<file path="config.mk">
export PLATFORM = sky130hd
export DESIGN_NAME = gate_sweep_ctrl
export DESIGN_NICKNAME = d
export VERILOG_FILES = /design/src/rtl/gate_sweep_ctrl.sv
export SDC_FILE = /design/constraint.sdc
export NUM_CORES = 1
export LEC_CHECK = 0
export BUFFER_PORTS_ARGS = -buffer_cell sky130_fd_sc_hd__buf_2
export CORE_MARGIN = 2
export CORE_UTILIZATION = 40
export DETAILED_ROUTE_END_ITERATION = 16
export GPL_ROUTABILITY_DRIVEN = 0
export PLACE_DENSITY = 0.69
export SLEW_MARGIN = 20
export SYNTH_ARGS = -nofsm -noshare
export SYNTH_HDL_FRONTEND = slang
export SYNTH_SLANG_ARGS = --single-unit
export TNS_END_PERCENT = 50
</file>
<file path="constraint.sdc">
create_clock -name clk -period 3 [get_ports clk]
set_input_delay 0.9 -clock clk [delete_from_list [all_inputs] [get_ports clk]]
set_output_delay 0.9 -clock clk [all_outputs]
set_load 0.01 [all_outputs]
</file>
<file path="src/rtl/gate_sweep_ctrl.sv">
`default_nettype none
// ============================================================================
// Module      : gate_sweep_ctrl
// Description : Exhaustive truth-table sequencer for a single-output gate.
//               Drives every input vector in ascending order, waits a settle
//               time, samples the gate and records per-vector mismatches.
// Revision    : 1.0 - initial release
// ============================================================================
module gate_sweep_ctrl #(
    parameter int                   N_IN   = 2,
    parameter int                   SETTLE = 1,
    parameter logic [(2**N_IN)-1:0] EXPECT = 4'b0001
) (
    input  logic                   clk,
    input  logic                   reset,
    input  logic                   start,
    output logic [N_IN-1:0]        gate_in,
    input  logic                   gate_out,
    output logic                   busy,
    output logic                   done,
    output logic                   pass,
    output logic [(2**N_IN)-1:0]   fail_vec,
    output logic [N_IN:0]          err_count
);

    localparam logic [3:0]      c_settle_init = 4'(SETTLE - 1);
    localparam logic [N_IN-1:0] c_vec_one     = N_IN'(1);
    localparam logic [N_IN-1:0] c_vec_last    = '1;
    localparam logic [N_IN:0]   c_err_one     = (N_IN + 1)'(1);

    typedef enum logic [1:0] {
        ST_IDLE   = 2'd0,
        ST_SETTLE = 2'd1,
        ST_SAMPLE = 2'd2,
        ST_DONE   = 2'd3
    } state_t;

    state_t                  state_q,     state_d;
    logic [3:0]              cnt_q,       cnt_d;
    logic [N_IN-1:0]         gate_in_q,   gate_in_d;
    logic                    busy_q,      busy_d;
    logic                    done_q,      done_d;
    logic                    pass_q,      pass_d;
    logic [(2**N_IN)-1:0]    fail_vec_q,  fail_vec_d;
    logic [N_IN:0]           err_count_q, err_count_d;
    logic                    w_mismatch;

    always_ff @(posedge clk) begin
        if (reset) begin
            state_q     <= ST_IDLE;
            cnt_q       <= 4'd0;
            gate_in_q   <= '0;
            busy_q      <= 1'b0;
            done_q      <= 1'b0;
            pass_q      <= 1'b0;
            fail_vec_q  <= '0;
            err_count_q <= '0;
        end else begin
            state_q     <= state_d;
            cnt_q       <= cnt_d;
            gate_in_q   <= gate_in_d;
            busy_q      <= busy_d;
            done_q      <= done_d;
            pass_q      <= pass_d;
            fail_vec_q  <= fail_vec_d;
            err_count_q <= err_count_d;
        end
    end

    always_comb begin
        state_d     = state_q;
        cnt_d       = cnt_q;
        gate_in_d   = gate_in_q;
        busy_d      = busy_q;
        done_d      = 1'b0;
        pass_d      = pass_q;
        fail_vec_d  = fail_vec_q;
        err_count_d = err_count_q;
        // Case inequality so an X or Z from the cell counts as a failure.
        w_mismatch  = (gate_out !== EXPECT[gate_in_q]);

        case (state_q)
            ST_IDLE: begin
                if (start) begin
                    state_d     = ST_SETTLE;
                    gate_in_d   = '0;
                    busy_d      = 1'b1;
                    fail_vec_d  = '0;
                    err_count_d = '0;
                    pass_d      = 1'b0;
                    cnt_d       = c_settle_init;
                end
            end
            ST_SETTLE: begin
                if (cnt_q != 4'd0) begin
                    cnt_d = cnt_q - 4'd1;
                end else begin
                    state_d = ST_SAMPLE;
                end
            end
            ST_SAMPLE: begin
                if (w_mismatch) begin
                    fail_vec_d[gate_in_q] = 1'b1;
                    err_count_d           = err_count_q + c_err_one;
                end
                if (gate_in_q == c_vec_last) begin
                    state_d = ST_DONE;
                end else begin
                    gate_in_d = gate_in_q + c_vec_one;
                    cnt_d     = c_settle_init;
                    state_d   = ST_SETTLE;
                end
            end
            ST_DONE: begin
                // Results land on the edge leaving DONE, so done and the
                // busy drop appear together in the following IDLE cycle.
                done_d    = 1'b1;
                busy_d    = 1'b0;
                pass_d    = (err_count_q == '0);
                gate_in_d = '0;
                state_d   = ST_IDLE;
            end
            default: begin
                state_d = ST_IDLE;
            end
        endcase
    end

    assign gate_in   = gate_in_q;
    assign busy      = busy_q;
    assign done      = done_q;
    assign pass      = pass_q;
    assign fail_vec  = fail_vec_q;
    assign err_count = err_count_q;

endmodule
`default_nettype wire

</file>
**After elaboration in Yosys (flattened, before gate mapping)**

Index checks and enable logic that the tools add are counted.

- Flip-flop bits (word level): 18
- Input port bits: 4
- Output and inout bits: 12

- Add/subtract/negate cells: 3
- Order comparisons: 2
- Equality and inequality tests: 10
- Mux-type cells: 25
- Bitwise logic cells: 1
- Reductions and logical operators: 13

Operator list:

| operator | number |
|---|---|
| $mux 4 | 4 |
| $pmux 4 s3 | 1 |
| $mux 2 | 5 |
| $ne 2x2->1 const B | 5 |
| $pmux 2 s4 | 1 |
| $pmux 4 s2 | 1 |
| $eq 2x2->1 const B | 3 |
| $mux 3 | 2 |
| $pmux 2 s3 | 1 |
| $pmux 3 s2 | 1 |
| $reduce_and 3->1 | 2 |
| $reduce_bool 3->1 | 2 |
| $mux 1 | 5 |
| $or 4x4->4 | 1 |
| $pmux 1 s2 | 2 |
| $reduce_and 2->1 | 2 |
| $reduce_and 4->1 | 1 |
| $reduce_bool 2->1 | 2 |
| $reduce_bool 4->1 | 1 |
| $sub 4x1->4 const B | 1 |
| $add 3x1->3 const B | 1 |
| $logic_not 3->1 | 1 |
| $lt 2x3->1 const B | 1 |
| $add 2x1->2 const B | 1 |
| 7 further kinds | 7 |

**Depth between registers and ports, before layout**

- Depth after elaboration: 7
- Mapped depth: 5

**Worst setup path before layout**

OpenSTA, ideal clock, no wires.

- Path kind: input-to-reg
- Start point: input port reset
- End point: register busy_q, in the netlist busy
- Library setup time: 115 ps
- Arrival time: 1581 ps
- Slack: 1304 ps
- Stages: 3
- Buffers on the path: 2
- Cell sequence: clkbuf_1 clkbuf_1 o21ba_2

RTL lines:

| element | RTL line | source |
|---|---|---|
| start, declared | 15 | `input logic reset,` |
| end signal, assigned | 62 | `busy_q <= busy_d;` |
| end, declared | 41 | `logic busy_q, busy_d;` |

No word-level cell between the ends.

**Final worst setup path**

- Start point: register gate_in_q[0], in the netlist gate_in[0]
- End point: output port gate_in[0]

RTL lines:

| element | RTL line | source |
|---|---|---|
| start, declared | 40 | `logic [N_IN-1:0] gate_in_q, gate_in_d;` |
| start signal, assigned | 61 | `gate_in_q <= gate_in_d;` |
| end, declared | 17 | `output logic [N_IN-1:0] gate_in,` |

No word-level cell between the ends.

==> metrics.md <==
| Metric | Value |
|---|---|
| Synth top area cells | `dfxtp_1, ha_1, inv_1, o21a_1, a21oi_1` |
| Final setup vio count | `0` |
| Core area | `between 2000 and 2500 um2` |
| Final ANT Viol Nets | `0` |
| Fmax | `approximately 550 MHz` |
| Die area | `~2900 um2` |
| Seq/Total Area, Yosys | `0.358` |
| Post-synth top cells | `dfxtp_1, inv_1, ha_1, nor2_1, a21oi_1` |
| Post_cts resized | `0` |
| DR pass1 iterations | `4` |
| Setup TNS | `0 ps` |
| Vias per cell | `~5.2` |
| Post-CTS setup buffer count | `0` |
| Synthesized instance count | `111` |
| Crit path max fanout | `6` |
| Outcome | `finished clean` |
| Post-Syn Nets | `approximately 120` |
| Flop2flop setup slack | `1320 ps` |
| Crit path cell chain | `buf_2` |
| Fill count | `between 200 and 300` |
| Skew-Pair Late Insertion Delay | `300 ps` |
| Most common cell in the netlist | `dfxtp_1` |
| CTS tree | `done` |
| H-tree levels | `1` |
| NumNets Final | `137` |
| Total CTS buffers | `3` |
| Ys async rst share | `0` |
| Max-Cap Viols | `0` |
| Die Width | `54.2 um` |
| Clk root buf | `clkbuf_4` |
| Reg clk slew, reported paths | `110 ps` |
| Crit path buffers/inverters | `1` |
| Synth Register Bits | `18` |
| DRC viols | `0` |
| Syn Std Cell Area | `1010 um2` |
| Minimum clock period | `approximately 1800 ps` |
| Worst-margin pin slew | `743 ps` |
| Worst Hold Class | `flip-flop to flip-flop` |
| Top-area cell type share of the netlist area | `0.358` |
| Clk_skew | `4.51 ps` |
| Cell area after layout | `around 1100 um2` |
| Crit. End Element | `output pin` |
| Area growth syn-to-layout | `11.4%` |
| Vias in the first global route | `764` |
| Startpoint Class | `flip-flop` |
| Largest area contributor in the netlist | `dfxtp_1` |
| Vias post-DR | `797` |
| RSZ-0062 raised after global routing | `no` |
| WL final | `1900 um` |
| DR iter-0 viols | `6` |
| Period utilization | `0.607` |
| First-pass GRT wire length | `3300 um` |
| Ant diodes | `0` |
| Total gr overflow | `0` |
| Routed wire per std cell | `around 12 um` |
| CP delay by family, top | `flip-flops` |
| Initial Utilization | `0.414` |
| CP max stage cell | `dfxtp_1` |
| Crit Path Category | `flip-flop to output pin` |
| Gr usage total | `0.154` |
| Pwr Density | `just over 400 nW/um2` |
| Initial antenna violation count | `0` |
| Mean Syn Cell Area | `9.07 um2` |
| Port Buffer Count | `15` |
| Number of synthesis warnings | `0` |
| Share of post-route cells with drive strength above 1 | `0.202` |
| Placed instance area | `1090 um2` |
| Final hold vios | `0` |
| Clock Path Buffers | `2` |
| Max incr delay on CP | `450 ps` |
| Primary FF master, synth | `dfxtp_1` |
| VDD IR max | `0.298 mV` |
| Slew Limit Fails | `0` |
| # IOs | `16` |
| Dpl hpwl | `1390 um` |
| WP data arrival | `920 ps` |
| Largest net degree at the start of global routing | `21` |
| CTS sink cnt | `18` |
| Die Y | `approximately 54 um` |
| EDFF count, synth | `0` |
| Worst Path Required | `2100 ps` |
| Max_slew headroom | `0.504` |
| Hold Buf Count CTS | `0` |
| Leakage | `0.000459 uW` |
| Row count | `18` |
| Synth cell types | `36` |
layout make-up:
type	count	area [um2]	area share
well taps	30	37.5	0.0334
clock buffers	4	36.3	0.0323
repair buffers	15	75.1	0.0669
flip-flops and latches	18	360	0.321
inverters	14	52.6	0.0468
multi-input cells	73	561	0.499
cells by family (layout without fill, tap and decap cells):
kind of cell | after synthesis | in the layout | share of synthesized area
and+or+nand+nor | 31 | 31 | 0.193
AOI/OAI and AO/OA | 28 | 28 | 0.207
adders and majority gates | 8 | 8 | 0.0994
xor gates and xnor gates | 3 | 3 | 0.0261
muxes | 3 | 3 | 0.0311
buffers and inverters | 20 | 33 | 0.0857
DFF | 18 | 18 | 0.358
placed cells by master (no fill, tap or decap), drive strengths merged, types with 3 or more instances in the layout:
master   n
a211oi   4
a21oi    6
buf     15
clkbuf   4
dfxtp   18
ha       8
inv     14
nand2b   5
nand3b   3
nor2     8
o21a     5
or3      4
routing by layer:
layer / up-vias / global-route usage / wire length [um]
met5: - / 0 / 0
met4: 0 / 0.0125 / 0
met3: 0 / 0.0500 / 66
met2: 8 / 0.253 / 911
met1: 377 / 0.204 / 919
li1: 412 / - / -
flip-flops by register name, indices dropped and copies added, names as in the netlist:
name / count
busy: 1
state_q: 2
gate_in: 2
pass: 1
cnt_q: 4
done: 1
err_count: 3
fail_vec: 4
path summary, 6_finish.rpt:
| kind | from | end | cells past startpoint |
|---|---|---|---|
| worst max register to register | state_q[1]$_SDFFE_PP0P_ | cnt_q[3]$_SDFFE_PP0P_ | 3 |
| worst max-delay path | gate_in[0]$_SDFFE_PP0P_ | gate_in[0] | 1 |
| worst min register to register | fail_vec[0]$_SDFFE_PP0P_ | fail_vec[0]$_SDFFE_PP0P_ | 1 |
| worst min-delay path | fail_vec[0]$_SDFFE_PP0P_ | fail_vec[0]$_SDFFE_PP0P_ | 1 |
where the power goes:
part	leakage (uW)	internal [uW]	switching [uW]	total, uW
clock	0.0000210	74.0	77.5	152
combinational	0.000293	25.2	30.1	55.3
sequential	0.000146	245	8.38	253
total	0.000459	344	116	460
per-stage QoR:
stage	power (uW)	hold WS, ps	setup WS [ps]	instances	utilization
2_1_floorplan	302	470	1300	111	-
3_3_place_gp	313	442	936	150	0.447
3_5_place_dp	315	449	893	150	0.447
4_1_cts	468	477	1170	154	0.461
5_1_grt	486	522	1070	154	0.461
6_report	460	471	1180	154	0.461
(Power assumes the default switching activity.)
